===== src/rtl/lcd_byte_writer_pkg.sv =====
// Shared definitions for the LCD byte writer: FSM states, HD44780 init
// nibbles, configuration command bytes and the slow-command codes.
package lcd_byte_writer_pkg;

  localparam int unsigned CNT_W  = 20;
  localparam int unsigned PCNT_W = 16;
  localparam int unsigned N_INIT = 4;
  localparam int unsigned N_CFG  = 4;

  typedef logic [CNT_W-1:0]  cnt_t;
  typedef logic [PCNT_W-1:0] pcnt_t;

  localparam logic [7:0] CMD_CLEAR = 8'h01;
  localparam logic [7:0] CMD_HOME  = 8'h02;

  typedef enum logic [2:0] {
    S_INIT_WAIT,
    S_INIT_NIB,
    S_CFG,
    S_IDLE,
    S_SEND_HI,
    S_GAP,
    S_SEND_LO,
    S_POST_WAIT
  } lcd_state_t;

  typedef enum logic [1:0] {
    PS_IDLE,
    PS_SETUP,
    PS_HIGH,
    PS_HOLD
  } pulse_state_t;

  // Power-on 4-bit init nibbles: 0x3, 0x3, 0x3, 0x2
  function automatic logic [3:0] f_init_nibble(input logic [1:0] idx);
    return (idx == 2'd3) ? 4'h2 : 4'h3;
  endfunction

  // Configuration bytes: 4-bit/2-line, entry mode, display on, clear
  function automatic logic [7:0] f_cfg_byte(input logic [1:0] idx);
    logic [7:0] b;
    case (idx)
      2'd0:    b = 8'h28;
      2'd1:    b = 8'h06;
      2'd2:    b = 8'h0C;
      default: b = 8'h01;
    endcase
    return b;
  endfunction

  // Clear and home commands need the long execution wait
  function automatic logic f_long_wait(input logic rs, input logic [7:0] b);
    return !rs && ((b == CMD_CLEAR) || (b == CMD_HOME));
  endfunction

endpackage


===== src/rtl/lcd_byte_writer_pulse.sv =====
// One LCD nibble strobe: data/RS latched on start, E low for setup,
// high for the strobe width, low for hold, then a one-cycle done.
module lcd_nibble_pulse
  import lcd_byte_writer_pkg::*;
#(
  parameter int unsigned P_E_SETUP = 2,
  parameter int unsigned P_E_HIGH  = 12,
  parameter int unsigned P_E_HOLD  = 1
) (
  input  logic       Clock,
  input  logic       Reset,
  input  logic       iStart,
  input  logic [3:0] iNibble,
  input  logic       iRS,
  output logic       oDone,
  output logic       oE,
  output logic [3:0] oData,
  output logic       oRS
);

  pulse_state_t r_state;
  pulse_state_t w_next;
  pcnt_t        r_cnt;
  pcnt_t        w_load_val;
  logic         w_load;
  logic         w_cnt_done;
  logic [3:0]   r_data;
  logic         r_rs;

  // A loaded count N gives N cycles; 0 behaves as 1
  assign w_cnt_done = (r_cnt <= pcnt_t'(1));

  // Phase register, phase-length counter and held nibble/RS
  always_ff @(posedge Clock) begin
    if (Reset) begin
      r_state <= PS_IDLE;
      r_cnt   <= '0;
      r_data  <= '0;
      r_rs    <= 1'b0;
    end else begin
      r_state <= w_next;
      if (w_load) begin
        r_cnt <= w_load_val;
      end else if (r_cnt != '0) begin
        r_cnt <= r_cnt - pcnt_t'(1);
      end
      if ((r_state == PS_IDLE) && iStart) begin
        r_data <= iNibble;
        r_rs   <= iRS;
      end
    end
  end

  // Phase sequencing setup -> high -> hold
  always_comb begin
    w_next     = r_state;
    w_load     = 1'b0;
    w_load_val = '0;
    oDone      = 1'b0;
    case (r_state)
      PS_IDLE: begin
        if (iStart) begin
          w_next     = PS_SETUP;
          w_load     = 1'b1;
          w_load_val = pcnt_t'(P_E_SETUP);
        end
      end
      PS_SETUP: begin
        if (w_cnt_done) begin
          w_next     = PS_HIGH;
          w_load     = 1'b1;
          w_load_val = pcnt_t'(P_E_HIGH);
        end
      end
      PS_HIGH: begin
        if (w_cnt_done) begin
          w_next     = PS_HOLD;
          w_load     = 1'b1;
          w_load_val = pcnt_t'(P_E_HOLD);
        end
      end
      PS_HOLD: begin
        if (w_cnt_done) begin
          w_next = PS_IDLE;
          oDone  = 1'b1;
        end
      end
      default: w_next = PS_IDLE;
    endcase
  end

  assign oE    = (r_state == PS_HIGH);
  assign oData = r_data;
  assign oRS   = r_rs;

endmodule


===== src/rtl/lcd_byte_writer.sv =====
// CPU-to-LCD byte writer: HD44780 4-bit power-on init, configuration,
// then accepts bytes on a ready/write handshake and sends two nibbles each.
module lcd_byte_writer
  import lcd_byte_writer_pkg::*;
#(
  parameter int unsigned P_POWERON_WAIT = 750000,
  parameter int unsigned P_WAIT_4MS     = 205000,
  parameter int unsigned P_WAIT_100US   = 5000,
  parameter int unsigned P_WAIT_40US    = 2000,
  parameter int unsigned P_WAIT_1640US  = 82000,
  parameter int unsigned P_E_SETUP      = 2,
  parameter int unsigned P_E_HIGH       = 12,
  parameter int unsigned P_E_HOLD       = 1,
  parameter int unsigned P_NIBBLE_GAP   = 50
) (
  input  logic       Clock,
  input  logic       Reset,
  input  logic       iWrite,
  input  logic [7:0] iData,
  input  logic       iRegisterSelect,
  output logic       oReady,
  output logic       oLCD_Enabled,
  output logic       oLCD_RegisterSelect,
  output logic       oLCD_StrataFlashControl,
  output logic       oLCD_ReadWrite,
  output logic [3:0] oLCD_Data
);

  lcd_state_t r_state;
  lcd_state_t w_next;
  cnt_t       r_cnt;
  cnt_t       w_load_val;
  logic       w_load;
  logic       w_cnt_done;
  logic [2:0] r_init_idx;
  logic [2:0] w_init_idx_next;
  logic [1:0] r_cfg_idx;
  logic [1:0] w_cfg_idx_next;
  logic       r_cfg_mode;
  logic       w_cfg_mode_next;
  logic [7:0] r_byte;
  logic       r_rs;
  logic       w_latch;
  logic [7:0] w_latch_byte;
  logic       w_latch_rs;
  logic       w_start;
  logic [3:0] w_nib;
  logic       w_nib_rs;
  logic       w_pulse_done;

  assign w_cnt_done = (r_cnt <= cnt_t'(1));

  // State, shared wait counter, sequencing indices and latched byte
  always_ff @(posedge Clock) begin
    if (Reset) begin
      r_state    <= S_INIT_WAIT;
      r_cnt      <= cnt_t'(P_POWERON_WAIT);
      r_init_idx <= '0;
      r_cfg_idx  <= '0;
      r_cfg_mode <= 1'b1;
      r_byte     <= '0;
      r_rs       <= 1'b0;
    end else begin
      r_state    <= w_next;
      if (w_load) begin
        r_cnt <= w_load_val;
      end else if (r_cnt != '0) begin
        r_cnt <= r_cnt - cnt_t'(1);
      end
      r_init_idx <= w_init_idx_next;
      r_cfg_idx  <= w_cfg_idx_next;
      r_cfg_mode <= w_cfg_mode_next;
      if (w_latch) begin
        r_byte <= w_latch_byte;
        r_rs   <= w_latch_rs;
      end
    end
  end

  // Next state; nibble starts are issued on the entering transition so the
  // pulse occupies exactly the cycles of SEND_HI/SEND_LO/INIT_NIB.
  // INIT_WAIT doubles as the wait after each init nibble, tracked by r_init_idx.
  always_comb begin
    w_next          = r_state;
    w_load          = 1'b0;
    w_load_val      = '0;
    w_init_idx_next = r_init_idx;
    w_cfg_idx_next  = r_cfg_idx;
    w_cfg_mode_next = r_cfg_mode;
    w_latch         = 1'b0;
    w_latch_byte    = '0;
    w_latch_rs      = 1'b0;
    w_start         = 1'b0;
    w_nib           = '0;
    w_nib_rs        = 1'b0;
    case (r_state)
      S_INIT_WAIT: begin
        if (w_cnt_done) begin
          if (r_init_idx == 3'(N_INIT)) begin
            w_next = S_CFG;
          end else begin
            w_start = 1'b1;
            w_nib   = f_init_nibble(r_init_idx[1:0]);
            w_next  = S_INIT_NIB;
          end
        end
      end
      S_INIT_NIB: begin
        if (w_pulse_done) begin
          w_load = 1'b1;
          case (r_init_idx[1:0])
            2'd0:    w_load_val = cnt_t'(P_WAIT_4MS);
            2'd1:    w_load_val = cnt_t'(P_WAIT_100US);
            default: w_load_val = cnt_t'(P_WAIT_40US);
          endcase
          w_init_idx_next = r_init_idx + 3'd1;
          w_next          = S_INIT_WAIT;
        end
      end
      S_CFG: begin
        w_latch      = 1'b1;
        w_latch_byte = f_cfg_byte(r_cfg_idx);
        w_latch_rs   = 1'b0;
        w_start      = 1'b1;
        w_nib        = w_latch_byte[7:4];
        w_nib_rs     = 1'b0;
        w_next       = S_SEND_HI;
      end
      S_IDLE: begin
        if (iWrite) begin
          w_latch      = 1'b1;
          w_latch_byte = iData;
          w_latch_rs   = iRegisterSelect;
          w_start      = 1'b1;
          w_nib        = iData[7:4];
          w_nib_rs     = iRegisterSelect;
          w_next       = S_SEND_HI;
        end
      end
      S_SEND_HI: begin
        if (w_pulse_done) begin
          w_load     = 1'b1;
          w_load_val = cnt_t'(P_NIBBLE_GAP);
          w_next     = S_GAP;
        end
      end
      S_GAP: begin
        if (w_cnt_done) begin
          w_start  = 1'b1;
          w_nib    = r_byte[3:0];
          w_nib_rs = r_rs;
          w_next   = S_SEND_LO;
        end
      end
      S_SEND_LO: begin
        if (w_pulse_done) begin
          w_load     = 1'b1;
          w_load_val = f_long_wait(r_rs, r_byte) ? cnt_t'(P_WAIT_1640US)
                                                 : cnt_t'(P_WAIT_40US);
          w_next     = S_POST_WAIT;
        end
      end
      S_POST_WAIT: begin
        if (w_cnt_done) begin
          if (r_cfg_mode) begin
            if (r_cfg_idx == 2'(N_CFG - 1)) begin
              w_cfg_mode_next = 1'b0;
              w_next          = S_IDLE;
            end else begin
              w_cfg_idx_next = r_cfg_idx + 2'd1;
              w_next         = S_CFG;
            end
          end else begin
            w_next = S_IDLE;
          end
        end
      end
      default: w_next = S_INIT_WAIT;
    endcase
  end

  lcd_nibble_pulse #(
    .P_E_SETUP (P_E_SETUP),
    .P_E_HIGH  (P_E_HIGH),
    .P_E_HOLD  (P_E_HOLD)
  ) u_pulse (
    .Clock   (Clock),
    .Reset   (Reset),
    .iStart  (w_start),
    .iNibble (w_nib),
    .iRS     (w_nib_rs),
    .oDone   (w_pulse_done),
    .oE      (oLCD_Enabled),
    .oData   (oLCD_Data),
    .oRS     (oLCD_RegisterSelect)
  );

  assign oReady                  = (r_state == S_IDLE);
  assign oLCD_StrataFlashControl = 1'b1;
  assign oLCD_ReadWrite          = 1'b0;

endmodule


===== config.mk =====
export PLATFORM = sky130hd
export DESIGN_NAME = lcd_byte_writer
export DESIGN_NICKNAME = d
export VERILOG_FILES = /design/src/rtl/lcd_byte_writer_pkg.sv /design/src/rtl/lcd_byte_writer_pulse.sv /design/src/rtl/lcd_byte_writer.sv
export SDC_FILE = /design/constraint.sdc
export NUM_CORES = 1
export LEC_CHECK = 0
export ABC_AREA = 1
export CORE_MARGIN = 3
export CORE_UTILIZATION = 55
export CTS_CLUSTER_SIZE = 20
export DETAILED_ROUTE_END_ITERATION = 8
export HOLD_SLACK_MARGIN = 0.06
export PLACE_DENSITY_LB_ADDON = 0.15
export SLEW_MARGIN = 30
export SYNTH_ARGS = -nofsm -noshare
export SYNTH_HDL_FRONTEND = slang
export SYNTH_SLANG_ARGS = --single-unit

===== constraint.sdc =====
create_clock -name Clock -period 3.1 [get_ports Clock]
set_input_delay 0.31 -clock Clock [delete_from_list [all_inputs] [get_ports Clock]]
set_output_delay 0.31 -clock Clock [all_outputs]
set_load 0.05 [all_outputs]

==> results.json, run 1 <==
{
  "power.share.sequential": 0.316,
  "synth_warnings": 0,
  "start_util": 0.580,
  "dpl.cell_count": 601,
  "synth_area_sq_um": 3770,
  "ir_worst_vdd_v": 0.000602,
  "p_switching_w": 0.00137,
  "num_io_pins": 21,
  "most-common-layout-cells": "95 x nand2_1, 67 x nor2_1, 61 x dfxtp_1",
  "synth_cells": 513,
  "cts-root-buf": "clkbuf_8",
  "grt_pass1_vias": 3320,
  "cp_slowest_cell": "nor2_1",
  "cp-end-kind": "register",
  "synth_area_leaders": "dfxtp_1 32%, nand2_1 9.5%, nor2_1 6.7%, ha_1 6.0%, xor2_1 5.3%",
  "p_int_w": 0.00197,
  "cts_tree": "built",
  "critPathMaxStageDelay_ns": 0.55,
  "post-route-min-period_ns": 2.22,
  "die_w_microns": 88.8,
  "hpwl_microns": 6380,
  "gp_congestion": 0.906,
  "drt_pass1_iterations": 4,
  "seq_area_frac_synth": 0.324,
  "postCtsResizedCells": 0,
  "clkPwrFrac": 0.254,
  "finalNonFillerCells": 617,
  "viasPerCell": 5.41,
  "post-synth-top-area-cell": "dfxtp_1",
  "fin_hold_ws_ns": 0.469,
  "yosysUniqueCellTypes": 42,
  "holdPathStages": 2,
  "worstMarginPinSlew_ns": 0.695,
  "setup_viol": 0,
  "start_kind": "register",
  "h-tree-depth": 3,
  "area_growth_pct": 13.1,
  "synth-seq-cells": 61,
  "num_vias": 3335,
  "synth_edf_count": 0,
  "cp.depth": 10,
  "crit_buf_inv": 2,
  "drv_slew": 0,
  "antenna_found_initial": 0,
  "hp-class": "reg -> reg",
  "status": "complete, no violations",
  "final_common_cell": "nand2_1",
  "rows": 29,
  "n_antenna_cell": 0,
  "fmaxAchievable_mhz": 451,
  "fin_skew_ns": 0.00976,
  "timing.final.crit_share": 0.715,
  "worstSetupPathType": "reg -> reg",
  "rsz0062_at_grt": "no",
  "cts_setup_buffers": 0,
  "grt_overflow_total": 0,
  "relSlewSlack": 0.535,
  "critPathRequiredTime_ns": 3.37,
  "worstPathArrival_ns": 2.48,
  "grt_pass1_wl_microns": 14700,
  "wl_per_cell_microns": 13.8,
  "cts_hold_buffers": 0,
  "ant_nets": 0,
  "clock_latency_ns": 0.34,
  "p_leak_nw": 1.87,
  "cap_violations": 0,
  "cts_made_buffers": 9,
  "async_reset_ff_frac": 0,
  "p_comb_frac": 0.429,
  "crit_fanout": 11,
  "clock_path_buffers": 2,
  "tns_ns": 0,
  "drt_iter0_drc": 110,
  "path_delay_family": "simple AND/OR/NAND/NOR gates",
  "nets": 565,
  "crit_top_cell": "nor2_1",
  "path_clk_slew_ns": 0.07,
  "grt_max_degree": 31,
  "netSwitchingFraction": 0.410,
  "drive_above_1_share": 0.131,
  "cts.sinks": 61,
  "dieHeight_microns": 88.8,
  "ys.flop_type": "dfxtp_1",
  "core_sq_um": 6490,
  "die_area_sq_um": 7880,
  "synth_top_area_share": 0.324,
  "hold_violations": 0,
  "portBuffers": 18,
  "cp_cell_sequence": "nor2_1 > nand2_1 > inv_2 > nor2_1 > nand3_2 > nand3_4 > nand2_8 > inv_4 > nand2_2 > nor3_1",
  "wl_microns": 8490,
  "grt_usage": 0.236,
  "worstRegToRegCells": 10,
  "power_density_nw_per_um2": 784,
  "syn_avg_cell_area_sq_um": 7.34,
  "synth_fp_nets": 543,
  "drcViolationCount": 0
}
[worst paths after layout]
kind / startpoint / endpoint / slack (ns)
worst max-delay path: r_state[2] / u_pulse.r_cnt[6] / 0.88
worst min-delay path: r_byte[6] / r_byte[6] / 0.47
worst max register to register: r_state[2] / u_pulse.r_cnt[6] / 0.88
worst min register to register: r_byte[6] / r_byte[6] / 0.47
[worst register-to-register path: cells and delay by family (launching register included)]
family	cells	cell delay [ns]
flip-flops	1	0.51
AND/OR/NAND/NOR	8	1.46
buffers and inverters	2	0.17
[through the flow]
step	area, sq um	total power (W)	util	setup WS (ns)
2_1_floorplan	3770	0.00220	-	0.953
3_3_place_gp	4020	0.00246	0.618	0.861
3_5_place_dp	4020	0.00249	0.618	0.801
4_1_cts	4260	0.00334	0.656	0.902
5_1_grt	4260	0.00358	0.656	0.641
6_report	4260	0.00334	0.656	0.884
[cells in the mapped netlist, types with 2 or more instances]
cell      count
clkbuf_1      5
or2_2         2
dfxtp_1      61
buf_2         2
nand2_1      95
nor2_1       67
xor2_1       23
nor2_2        9
nand3_2       5
nor2_4        9
buf_4         2
inv_2         6
o211ai_1      5
o21ai_0      20
nor3_1       13
nand4_1       6
nand3_4       2
nand3b_1      4
a21oi_1      23
ha_1         18
nand2_2       8
a211oi_1      2
o31ai_2       2
nand3_1      31
xnor2_1       9
nor4_1       11
a22oi_1       3
conb_1        2
nand2_4       3
o211a_1       3
nor3_2        2
inv_1        50
[per-layer routing]
| metal | track usage | up-vias | part of all wire |
|---|---|---|---|
| met5 | 0 | - | 0 |
| met4 | 0.0714 | 0 | 0.016 |
| met3 | 0.0540 | 15 | 0.043 |
| met2 | 0.403 | 65 | 0.48 |
| met1 | 0.294 | 1534 | 0.46 |
| li1 | - | 1721 | - |
[cells by family (layout without fill, tap and decap cells)]
logic type | count (synthesis) | in the layout | synth area share
simple gates | 270 | 270 | 0.365
buf+inv | 66 | 93 | 0.0691
compound gates | 64 | 64 | 0.105
flops | 61 | 61 | 0.324
xor+xnor | 32 | 32 | 0.0744
fa+ha+maj | 18 | 18 | 0.0598
other cells | 2 | 2 | 0.00199
[power by group through the flow]
| stage | Clock, W | Combinational [W] | Sequential [W] |
|---|---|---|---|
| floorplan | 0 | 0.00108 | 0.00112 |
| global placement | 0 | 0.00139 | 0.00107 |
| detailed placement | 0 | 0.00142 | 0.00107 |
| CTS | 0.000859 | 0.00143 | 0.00105 |
| global route | 0.000895 | 0.00161 | 0.00107 |
| finish | 0.000849 | 0.00143 | 0.00106 |
[state kept, by name (all words and copies together) (netlist names), 2 cells and up]
name / flops
r_cnt: 20
u_pulse.r_cnt: 16
r_byte: 8
u_pulse.oData: 4
r_init_idx: 3
r_state: 3
r_cfg_idx: 2
u_pulse.r_state: 2
[layout make-up]
type                            instances  area, sq um
Fill cell                             597         2240
Timing Repair Buffer                   20          195
Clock buffer                           13          179
Clock inverter                          3         65.1
Tap cell                               77         96.3
Sequential cell                        61         1220
Multi-Input combinational cell        386         2290
Inverter                               57          216
No activity file was read; power rests on OpenSTA's default activity.
==> run 2: changes to the inputs <==
- CORE_UTILIZATION: 55 -> 54
- clock period: 3.1 -> 1.8 ns (I/O delays scaled with it)
==> run 2 against run 1 <==
Net effect:
- utilization is 12 points higher
- sequential cell count stayed put
- final cell count is 12% higher
- clock power is 16% higher
- hold slack worse by 0.057 ns
- sequential power is 74% higher
- critical endpoint is now u_pulse.r_cnt[0]
- largest cell class unchanged
- highest routed layer unchanged
==> results.json, run 2 (synthesized netlist as in run 1, its figures left out) <==
{
  "worstPathArrival_ns": 2.07,
  "status": "complete, no violations",
  "largest_reg_flops": 20,
  "drt_pass1_iterations": 4,
  "finalPower_w": 0.00650,
  "area_growth_pct": 35.5,
  "drive_above_1_share": 0.360,
  "wl_per_cell_microns": 14.8,
  "antenna_found_initial": 0,
  "n_antenna_cell": 0,
  "final_common_cell": "nand2_1",
  "ir_worst_vdd_v": 0.00127,
  "viasPerCell": 5.34,
  "cap_violations": 0,
  "grt_usage": 0.249,
  "wl_microns": 10200,
  "grt_overflow_total": 0,
  "num_vias": 3692,
  "nFillCells": 436,
  "start_kind": "register",
  "fin_skew_ns": 0.00998,
  "largest_registers": "r_cnt: 20 flops, u_pulse.r_cnt: 16 flops, r_byte: 8 flops",
  "p_leak_nw": 2.20,
  "cts_hold_buffers": 0,
  "gp_congestion": 0.941,
  "cts_made_buffers": 9,
  "num_io_pins": 21,
  "cts.sinks": 61,
  "grt_pass1_vias": 3506,
  "die_area_sq_um": 8010,
  "drcViolationCount": 0,
  "nets": 625,
  "ff2ff_setup_slack_ns": 0.006,
  "crit_fanout": 6,
  "finalNonFillerCells": 691,
  "start_util": 0.574,
  "path_clk_slew_ns": 0.07,
  "dpl-instance-area_sq_um": 4340,
  "dpl.cell_count": 656,
  "post-route-min-period_ns": 1.79,
  "clock_path_buffers": 2,
  "portBuffers": 18,
  "cts-root-buf": "clkbuf_8",
  "drt_iter0_drc": 151,
  "critPathRequiredTime_ns": 2.07,
  "cp-end-kind": "register",
  "drv_slew": 0,
  "rows": 29,
  "power_density_nw_per_um2": 1270,
  "postLayoutCellArea_sq_um": 5100,
  "worstSetupPathType": "reg -> reg",
  "ant_nets": 0,
  "hold_violations": 0,
  "grt_max_degree": 31,
  "hp-class": "in -> reg",
  "worstMarginPinSlew_ns": 0.618,
  "fmaxAchievable_mhz": 557,
  "die_w_microns": 89.5,
  "timing.final.crit_share": 0.997,
  "dieHeight_microns": 89.5,
  "h-tree-depth": 3,
  "core_sq_um": 6570,
  "most-common-layout-cells": "78 x nand2_1, 61 x buf_4, 49 x nor2_1",
  "setup_viol": 0,
  "hpwl_microns": 6800,
  "cts_tree": "built",
  "grt_pass1_wl_microns": 15500,
  "relSlewSlack": 0.585,
  "clock_latency_ns": 0.35,
  "largest_register": "r_cnt",
  "rsz0062_at_grt": "yes"
}
==> run 2: changes by cell type in the layout (fill, tap and decap cells not counted), sizes merged <==
cell / delta
buf: +61
bufinv: -2
clkbuf: -2
clkdlybuf4s50: -2
clkinv: +2
nand2: +1
==> run 2: worst paths after layout <==
| kind | startpoint | to | cells past startpoint |
|---|---|---|---|
| max reg2reg | r_cnt[9] | u_pulse.r_cnt[0] | 11 |
| min reg2reg | r_byte[7] | r_byte[7] | 2 |
| min | iData[3] | r_byte[3] | 3 |
| max | r_cnt[9] | u_pulse.r_cnt[0] | 11 |
==> run 2: layer usage <==
metal | vias up | track usage | share of wire
met2 | 119 | 0.403 | 0.48
met3 | 30 | 0.0618 | 0.060
met4 | 0 | 0.106 | 0.027
met1 | 1706 | 0.313 | 0.43
li1 | 1837 | - | -
met5 | - | 0 | 0
==> run 2: through the flow <==
stage / setup TNS (ns) / hold WS, ns / worst slack, ns / util
after CTS: -0.0346 / 0.397 / -0.0169 / 0.704
after global placement: 0 / 0.441 / 0.0178 / 0.661
after floorplan: 0 / 0.335 / 0.0566 / -
final: 0 / 0.412 / 0.00591 / 0.777
after global routing: -1.82 / 0.431 / -0.123 / 0.777
after detailed placement: -0.269 / 0.450 / -0.0671 / 0.661
==> run 2: report_power, final <==
group	internal [W]	switching, W	total, W
Combinational	0.00150	0.00217	0.00367
Sequential	0.00160	0.000237	0.00184
Clock	0.000477	0.000512	0.000989
Total	0.00358	0.00292	0.00650
==> run 2: timing repair <==
action,in CTS,in global routing
hold endpoints to repair,0,0
setup endpoints to repair,19,49
setup buffers,7,13
gates cloned,1,0
resized for setup,15,108
pin swaps,4,36
==> run 2: final cells by class <==
cell class	count	area (sq um)	area share
Multi-Input combinational cell	387	2720	0.533
Sequential cell	61	1240	0.244
Timing Repair Buffer	79	658	0.129
Inverter	57	219	0.0429
Clock buffer	11	131	0.0257
Tap cell	93	116	0.0228
Clock inverter	3	15.0	0.00294
==> run 2: critical path, cell delays in order, from the launching register on <==
cell	delay (ns)
dfxtp_4	0.36
nor2_4	0.12
nand2_2	0.09
nor2_4	0.22
nand3_4	0.12
nand2_4	0.11
nand2_4	0.06
nand3_4	0.10
nand3_4	0.14
nand2_8	0.15
o21ai_0	0.10
nor2_1	0.15
